==> src/rtl/tetris_pkg.sv <==
// tetris_pkg: types and constants shared between the piece spawner and the
// game executioner.
//   piece_type_t    : 3-bit piece identifier, 0..6 are real pieces
//   active_piece_t  : spawn/active piece record {x, y, rotation, piece_type}
//   spawnState_t    : spawner fill/run state
//   legalSeed()     : maps the illegal all-zero LFSR seed to the default seed
package tetris_pkg;

  typedef logic [2:0] piece_type_t;

  localparam int          PIECE_COUNT             = 7;
  localparam piece_type_t NO_PIECE                = 3'd7;
  localparam logic [15:0] PIECE_LFSR_TAPS         = 16'hB400;
  localparam logic [15:0] PIECE_LFSR_SEED_DEFAULT = 16'hACE1;
  localparam int          SPAWN_X_DEFAULT         = 3;
  localparam int          BOARD_X_W               = 4;
  localparam int          BOARD_Y_W               = 5;

  typedef struct packed {
    logic [BOARD_X_W-1:0] x;
    logic [BOARD_Y_W-1:0] y;
    logic [1:0]           rotation;
    piece_type_t          piece_type;
  } active_piece_t;

  typedef enum logic {
    FILL = 1'b0,
    RUN  = 1'b1
  } spawnState_t;

  // An all-zero state would lock a Galois LFSR, so zero falls back to the default.
  function automatic logic [15:0] legalSeed(input logic [15:0] seed);
    return (seed == 16'h0000) ? PIECE_LFSR_SEED_DEFAULT : seed;
  endfunction

endpackage

==> src/rtl/piece_spawner_lfsr.sv <==
// piece_lfsr: 16-bit right-shifting Galois LFSR (taps PIECE_LFSR_TAPS) that
// supplies raw piece candidates to the spawner.
// Ports:
//   game_clk     in   game clock
//   reset        in   synchronous active-high reset, state <= RESET_SEED
//   enable_i     in   advance one step this cycle
//   load_i       in   load loadValue_i this cycle (wins over enable_i)
//   loadValue_i  in   16-bit value to load (caller guarantees non-zero)
//   candidate_o  out  low three bits of the current state
module piece_lfsr
  import tetris_pkg::*;
#(
  parameter logic [15:0] RESET_SEED = PIECE_LFSR_SEED_DEFAULT
) (
  input  logic        game_clk,
  input  logic        reset,
  input  logic        enable_i,
  input  logic        load_i,
  input  logic [15:0] loadValue_i,
  output piece_type_t candidate_o
);

  logic [15:0] lfsr_q;
  logic [15:0] lfsr_d;

  // Galois step: shift right, fold the tap mask in when a one falls out.
  always_comb begin
    lfsr_d = lfsr_q;
    if (load_i) begin
      lfsr_d = loadValue_i;
    end else if (enable_i) begin
      lfsr_d = {1'b0, lfsr_q[15:1]} ^ (lfsr_q[0] ? PIECE_LFSR_TAPS : 16'h0000);
    end
  end

  always_ff @(posedge game_clk) begin
    if (reset) begin
      lfsr_q <= RESET_SEED;
    end else begin
      lfsr_q <= lfsr_d;
    end
  end

  assign candidate_o = lfsr_q[2:0];

endmodule

==> src/rtl/piece_spawner.sv <==
// piece_spawner: deals spawn records to the game executioner, one per take.
// Piece types come from a 16-bit LFSR, pass a candidate filter and fill a
// QUEUE_DEPTH-entry preview FIFO whose head drives new_piece.
// Optional feature macro: PIECE_SPAWNER_7BAG_EN enables the 7-bag filter
// (every 7 consecutive pieces form a permutation of 0..6); without it only
// candidate 7 is rejected and pieces follow the LFSR stream directly.
// Ports:
//   game_clk         in   game clock
//   reset            in   synchronous active-high reset
//   take             in   consume the head piece this cycle
//   reseed           in   load seed_value, flush queue and bag (beats take)
//   seed_value       in   new LFSR seed, 0 selects 16'hACE1
//   new_piece        out  {x=SPAWN_X, y=0, rotation=0, piece_type=head}
//   new_piece_valid  out  queue holds at least one piece
//   next_piece_type  out  preview entry 1, 0 when fewer than 2 pieces
//   underflow        out  sticky, take seen with an empty queue
//   pieces_dealt     out  count of accepted takes, wraps
module piece_spawner
  import tetris_pkg::*;
#(
  parameter int          QUEUE_DEPTH = 3,
  parameter int          SPAWN_X     = SPAWN_X_DEFAULT,
  parameter logic [15:0] SEED        = PIECE_LFSR_SEED_DEFAULT
) (
  input  logic          game_clk,
  input  logic          reset,
  input  logic          take,
  input  logic          reseed,
  input  logic [15:0]   seed_value,
  output active_piece_t new_piece,
  output logic          new_piece_valid,
  output piece_type_t   next_piece_type,
  output logic          underflow,
  output logic [15:0]   pieces_dealt
);

  localparam int                CW      = 4;
  localparam logic [CW-1:0]     DEPTH_C = CW'(QUEUE_DEPTH);
  localparam logic [15:0]       RESET_SEED = legalSeed(SEED);

  spawnState_t   state_q;
  logic [CW-1:0] count_q;
  logic [CW-1:0] count_d;
  piece_type_t   queue_q [QUEUE_DEPTH];
  piece_type_t   queue_d [QUEUE_DEPTH];
  logic          valid_q;
  logic          underflow_q;
  logic [15:0]   dealt_q;

  piece_type_t   candidate;
  logic          candOk;
  logic          doPop;
  logic          doPush;
  logic [CW-1:0] pushSlot;

`ifdef PIECE_SPAWNER_7BAG_EN
  logic [PIECE_COUNT-1:0] bagMask_q;
  logic [PIECE_COUNT-1:0] bagMask_d;
  logic [PIECE_COUNT-1:0] bagSet;
`endif

  // The LFSR keeps running in every state; reseed loads it instead of stepping.
  piece_lfsr #(
    .RESET_SEED (RESET_SEED)
  ) u_lfsr (
    .game_clk    (game_clk),
    .reset       (reset),
    .enable_i    (1'b1),
    .load_i      (reseed),
    .loadValue_i (legalSeed(seed_value)),
    .candidate_o (candidate)
  );

  // Candidate filter, FIFO next state and bag bookkeeping.
  // Slots at or above count are kept at zero so the head and preview outputs
  // can come straight from the queue registers. FILL is exactly the state in
  // which the queue has room, so it gates the push.
  always_comb begin
    candOk = (candidate != NO_PIECE);
`ifdef PIECE_SPAWNER_7BAG_EN
    if (candOk && bagMask_q[candidate]) begin
      candOk = 1'b0;
    end
`endif
    doPop    = take && (count_q != '0);
    doPush   = candOk && (state_q == FILL);
    pushSlot = doPop ? (count_q - 4'd1) : count_q;

    count_d = count_q;
    if (doPop && !doPush) begin
      count_d = count_q - 4'd1;
    end else if (doPush && !doPop) begin
      count_d = count_q + 4'd1;
    end

    queue_d = queue_q;
    if (doPop) begin
      for (int i = 0; i < QUEUE_DEPTH - 1; i++) begin
        queue_d[i] = queue_q[i+1];
      end
      queue_d[QUEUE_DEPTH-1] = '0;
    end
    if (doPush) begin
      for (int i = 0; i < QUEUE_DEPTH; i++) begin
        if (pushSlot == CW'(i)) begin
          queue_d[i] = candidate;
        end
      end
    end

`ifdef PIECE_SPAWNER_7BAG_EN
    // Completing the bag clears it on the same edge so the next piece starts a fresh bag.
    bagSet    = bagMask_q;
    bagMask_d = bagMask_q;
    if (doPush) begin
      bagSet    = bagMask_q | (PIECE_COUNT'(1) << candidate);
      bagMask_d = (bagSet == '1) ? '0 : bagSet;
    end
`endif
  end

  // Fill/run FSM with the queue, counters and registered status outputs.
  always_ff @(posedge game_clk) begin
    if (reset) begin
      state_q     <= FILL;
      count_q     <= '0;
      for (int i = 0; i < QUEUE_DEPTH; i++) queue_q[i] <= '0;
      valid_q     <= 1'b0;
      underflow_q <= 1'b0;
      dealt_q     <= '0;
`ifdef PIECE_SPAWNER_7BAG_EN
      bagMask_q   <= '0;
`endif
    end else if (reseed) begin
      state_q   <= FILL;
      count_q   <= '0;
      for (int i = 0; i < QUEUE_DEPTH; i++) queue_q[i] <= '0;
      valid_q   <= 1'b0;
`ifdef PIECE_SPAWNER_7BAG_EN
      bagMask_q <= '0;
`endif
    end else begin
      count_q <= count_d;
      queue_q <= queue_d;
      valid_q <= (count_d != '0);
`ifdef PIECE_SPAWNER_7BAG_EN
      bagMask_q <= bagMask_d;
`endif
      if (doPop) begin
        dealt_q <= dealt_q + 16'd1;
      end
      if (take && (count_q == '0)) begin
        underflow_q <= 1'b1;
      end
      case (state_q)
        FILL:    if (count_d == DEPTH_C) state_q <= RUN;
        RUN:     if (count_d != DEPTH_C) state_q <= FILL;
        default: state_q <= FILL;
      endcase
    end
  end

  always_comb begin
    new_piece            = '0;
    new_piece.x          = BOARD_X_W'(SPAWN_X);
    new_piece.piece_type = queue_q[0];
  end

  assign new_piece_valid = valid_q;
  assign next_piece_type = queue_q[1];
  assign underflow       = underflow_q;
  assign pieces_dealt    = dealt_q;

endmodule

==> config.mk <==
export PLATFORM = sky130hd
export DESIGN_NAME = piece_spawner
export DESIGN_NICKNAME = d
export VERILOG_FILES = /design/src/rtl/tetris_pkg.sv /design/src/rtl/piece_spawner_lfsr.sv /design/src/rtl/piece_spawner.sv
export SDC_FILE = /design/constraint.sdc
export NUM_CORES = 1
export LEC_CHECK = 0
export CORE_MARGIN = 2
export CORE_UTILIZATION = 52
export DETAILED_ROUTE_END_ITERATION = 8
export HOLD_SLACK_MARGIN = 0.1
export PLACE_DENSITY_LB_ADDON = 0.05
export SETUP_SLACK_MARGIN = 0.02
export SLEW_MARGIN = 25
export SYNTH_ARGS = -nofsm -noshare
export SYNTH_HDL_FRONTEND = slang
export SYNTH_HIERARCHICAL = 1
export SYNTH_SLANG_ARGS = --single-unit
==> constraint.sdc <==
create_clock -name game_clk -period 2.5 [get_ports game_clk]
set_input_delay 0.75 -clock game_clk [delete_from_list [all_inputs] [get_ports game_clk]]
set_output_delay 0.75 -clock game_clk [all_outputs]
set_load 0.01 [all_outputs]
==> results.cfg <==
[floorplanning]
start_util_pct = 53.6
die_h_um = 76.3
pin_count = 55
core-area_um2 = 5070
die_area_um2 = 5820
rows = 26
die_x_um = 76.3

[hold_path]
min_path_type = flip-flop to flip-flop

[critical_path]
worstSetupStartpointType = flip-flop
cp_num_buf_inv = 1
path_class = flip-flop to flip-flop
slowest_stage = dfxtp_1
critPathMaxStageDelay_ns = 0.46
required_ns = 2.67
path_cells = inv_1, ha_1, or3b_1, nand2_8, maj3_1, o221ai_2, a41oi_1
crit_family = adder cells
end_kind = flip-flop
cp_max_fo = 18
cp.arrival_ns = 2.49

[yosys]
syn-cell-area_um2 = 2720
synthFlopType = dfxtp_1
synth_warnings = 6
yosys-top-cells-area = dfxtp_1 35%, mux2i_1 8.5%, buf_4 6.1%
synth_edf_count = 0
synth_top_cell_by_area = dfxtp_1
yosysSeqAreaShare_pct = 35.3
synth_top_area_share_pct = 35.3
synthDistinctLibCells = 54
ys_seq_elements = 48
async_reset_ff_share_pct = 0
netlist_instances = 303
syn_area_per_cell_um2 = 8.97

[power_and_ir_drop]
vdd_ir_drop_max_mv = 0.361
power.density_nw_per_um2 = 563
leakage_nw = 1.19

[sta]
rsz0062_at_grt = false
tns_ns = 0
worstMarginPinSlew_ns = 0.510
setup_viol = 0
fin_crit_sh_pct = 92.8
finalHoldViolCount = 0
finalMaxSlewViolations = 0
finalClockSkew_ns = 0.0135
timing.fmax_mhz = 431
max_slew_margin_pct = 65.9
min_period_ns = 2.32
finalWorstSetupSlack_ns = 0.181

[placed_design]
dp_hpwl_um = 3800
pre_cts_slack_ns = 0.0730
io_buffers = 43
post-place-cells = 391
globalplace.congestion = 0.809
place_area_um2 = 3040

[cts]
htreeDepth = 2
insertion_delay_ns = 0.30
cts.path.max_buffers = 2
cts_buffers = 5
cts_tree = done
cts_resized = 0
clk_pin_slew_ns = 0.09
clock_sinks = 48
cts_hold_buf = 0
root_buffer = clkbuf_8
postCtsSetupRepairBufs = 0

[global_route]
antenna_found_initial = 0
grt_max_degree = 25
grt_pass1_wl_um = 8990
grt_pass1_vias = 1938
grt_remaining_overflow = 0
grt_usage_pct = 18.6

[cells_and_area]
drive_gt1_share_pct = 10.6
finalNonFillerCells = 399
diodes = 0
nets = 351
finalInstanceArea_um2 = 3180
syn2layout_area_growth_pct = 17.0

[route]
drt-initial-drc-count = 74
viasPerCell = 5.26
avgRoutedWirePerCell_um = 12.9
drtAntennaViolNets = 0
drt-pass1-iter-count = 4
remaining_drc_errors = 0
drt_wl_total_um = 5170
vias = 2099

[run]
drv_cap = 0

[outcome]
status = complete, no violations
-- per-stage QoR --
step | utilization (%) | total power [W] | hold slack, ns
floorplan | - | 0.00108 | 0.448
global placement | 60.0 | 0.00113 | 0.462
detailed placement | 60.0 | 0.00113 | 0.470
CTS | 62.7 | 0.00181 | 0.480
global route | 62.7 | 0.00187 | 0.498
finish | 62.7 | 0.00179 | 0.477
-- Yosys cell counts, types with 6 or more instances --
library cell   n
inv_1          8
o21ai_0        6
nor2b_1        9
a21oi_1       12
buf_2          6
buf_4         22
nor3b_1        9
nand2b_1       8
mux2i_1       23
nand4_1        7
xor2_1         6
nor4_1         9
xnor2_1       14
clkbuf_1       9
nand3_1        7
nor2_1        21
dfxtp_1       48
nand2_1       13
a211oi_1      10
-- area by class of cell --
| type | count | area [um2] |
|---|---|---|
| clock inverter | 3 | 68.8 |
| timing repair buffer | 53 | 505 |
| sequential | 48 | 961 |
| fill | 463 | 1890 |
| clock buffer | 5 | 68.8 |
| multi-input combinational | 212 | 1460 |
| tap | 70 | 87.6 |
| inverter | 8 | 30.0 |
-- cells in the final DEF (no fill, tap or decap), drive strengths merged, types with 2 or more instances in the layout --
cell type      Yosys  routed
a31oi              2       2
nor4              10      10
clkbuf            10       5
buf               35      10
nor2              21      21
dfxtp             48      48
a211oi            10      10
nand4              7       7
or2                3       3
mux2i             23      23
nand2             14      14
bufinv             0       2
and3               2       2
o31ai              2       2
a21oi             13      13
conb               2      12
nand3              7       7
ha                 3       3
mux2               4       4
or3                5       5
xor2               6       6
inv                8       9
clkdlybuf4s50      0      43
nor2b              9       9
o21ai              6       6
nor3b             10      10
nand2b             8       8
o221ai             2       2
nor3               5       5
xnor2             14      14
-- metal layers --
metal  wire length [um]  part of all wire [%]  track usage [%]  vias up
li1                   -                     -                -     1072
met1               2490                    48             24.8      975
met2               2430                    47             30.7       45
met3                176                   3.4             3.20        7
met4                 61                   1.2             6.00        0
met5                  0                     0                0        -
-- cell families (layout without fill, tap and decap cells) --
logic type      count (synthesis)  count (layout)  share of synthesized area [%]
buf+inv                        53              69                           12.4
flops                          48              48                           35.3
fa+ha+maj                       4               4                           1.75
xor+xnor                       20              20                           6.44
other cells                     2              12                          0.276
simple gates                  108             108                           23.1
compound gates                 41              41                           10.5
mux                            27              27                           10.1
-- power by group --
| part | total, W | internal [W] | switching [W] |
|---|---|---|---|
| Combinational | 0.000293 | 0.000141 | 0.000152 |
| Clock | 0.000674 | 0.000403 | 0.000272 |
| Sequential | 0.000823 | 0.000798 | 0.0000253 |
-- worst min-delay path, delay by kind of cell, from the launching register on --
family | cells | cell delay, ns
and+or+nand+nor | 1 | 0.06
DFF | 1 | 0.32
muxes | 1 | 0.06
-- flip-flops by register name (all words and copies together), names as in the netlist --
register         flops
next_piece_type      3
underflow            1
u_lfsr/lfsr_q       16
state_q              1
new_piece            3
queue_q              3
pieces_dealt        16
count_q              4
new_piece_valid      1
-- path summary, 6_finish.rpt --
check | slack, ns | start | end | depth (start not counted)
min reg2reg | 0.48 | queue_q[0]$_SDFF_PP0_ | queue_q[0]$_SDFF_PP0_ | 2
max | 0.18 | count_q[1]$_SDFF_PP0_ | new_piece_valid$_SDFF_PP0_ | 7
min | 0.48 | queue_q[0]$_SDFF_PP0_ | queue_q[0]$_SDFF_PP0_ | 2
max reg2reg | 0.18 | count_q[1]$_SDFF_PP0_ | new_piece_valid$_SDFF_PP0_ | 7
Note: power is estimated with default switching activity, not from simulation.
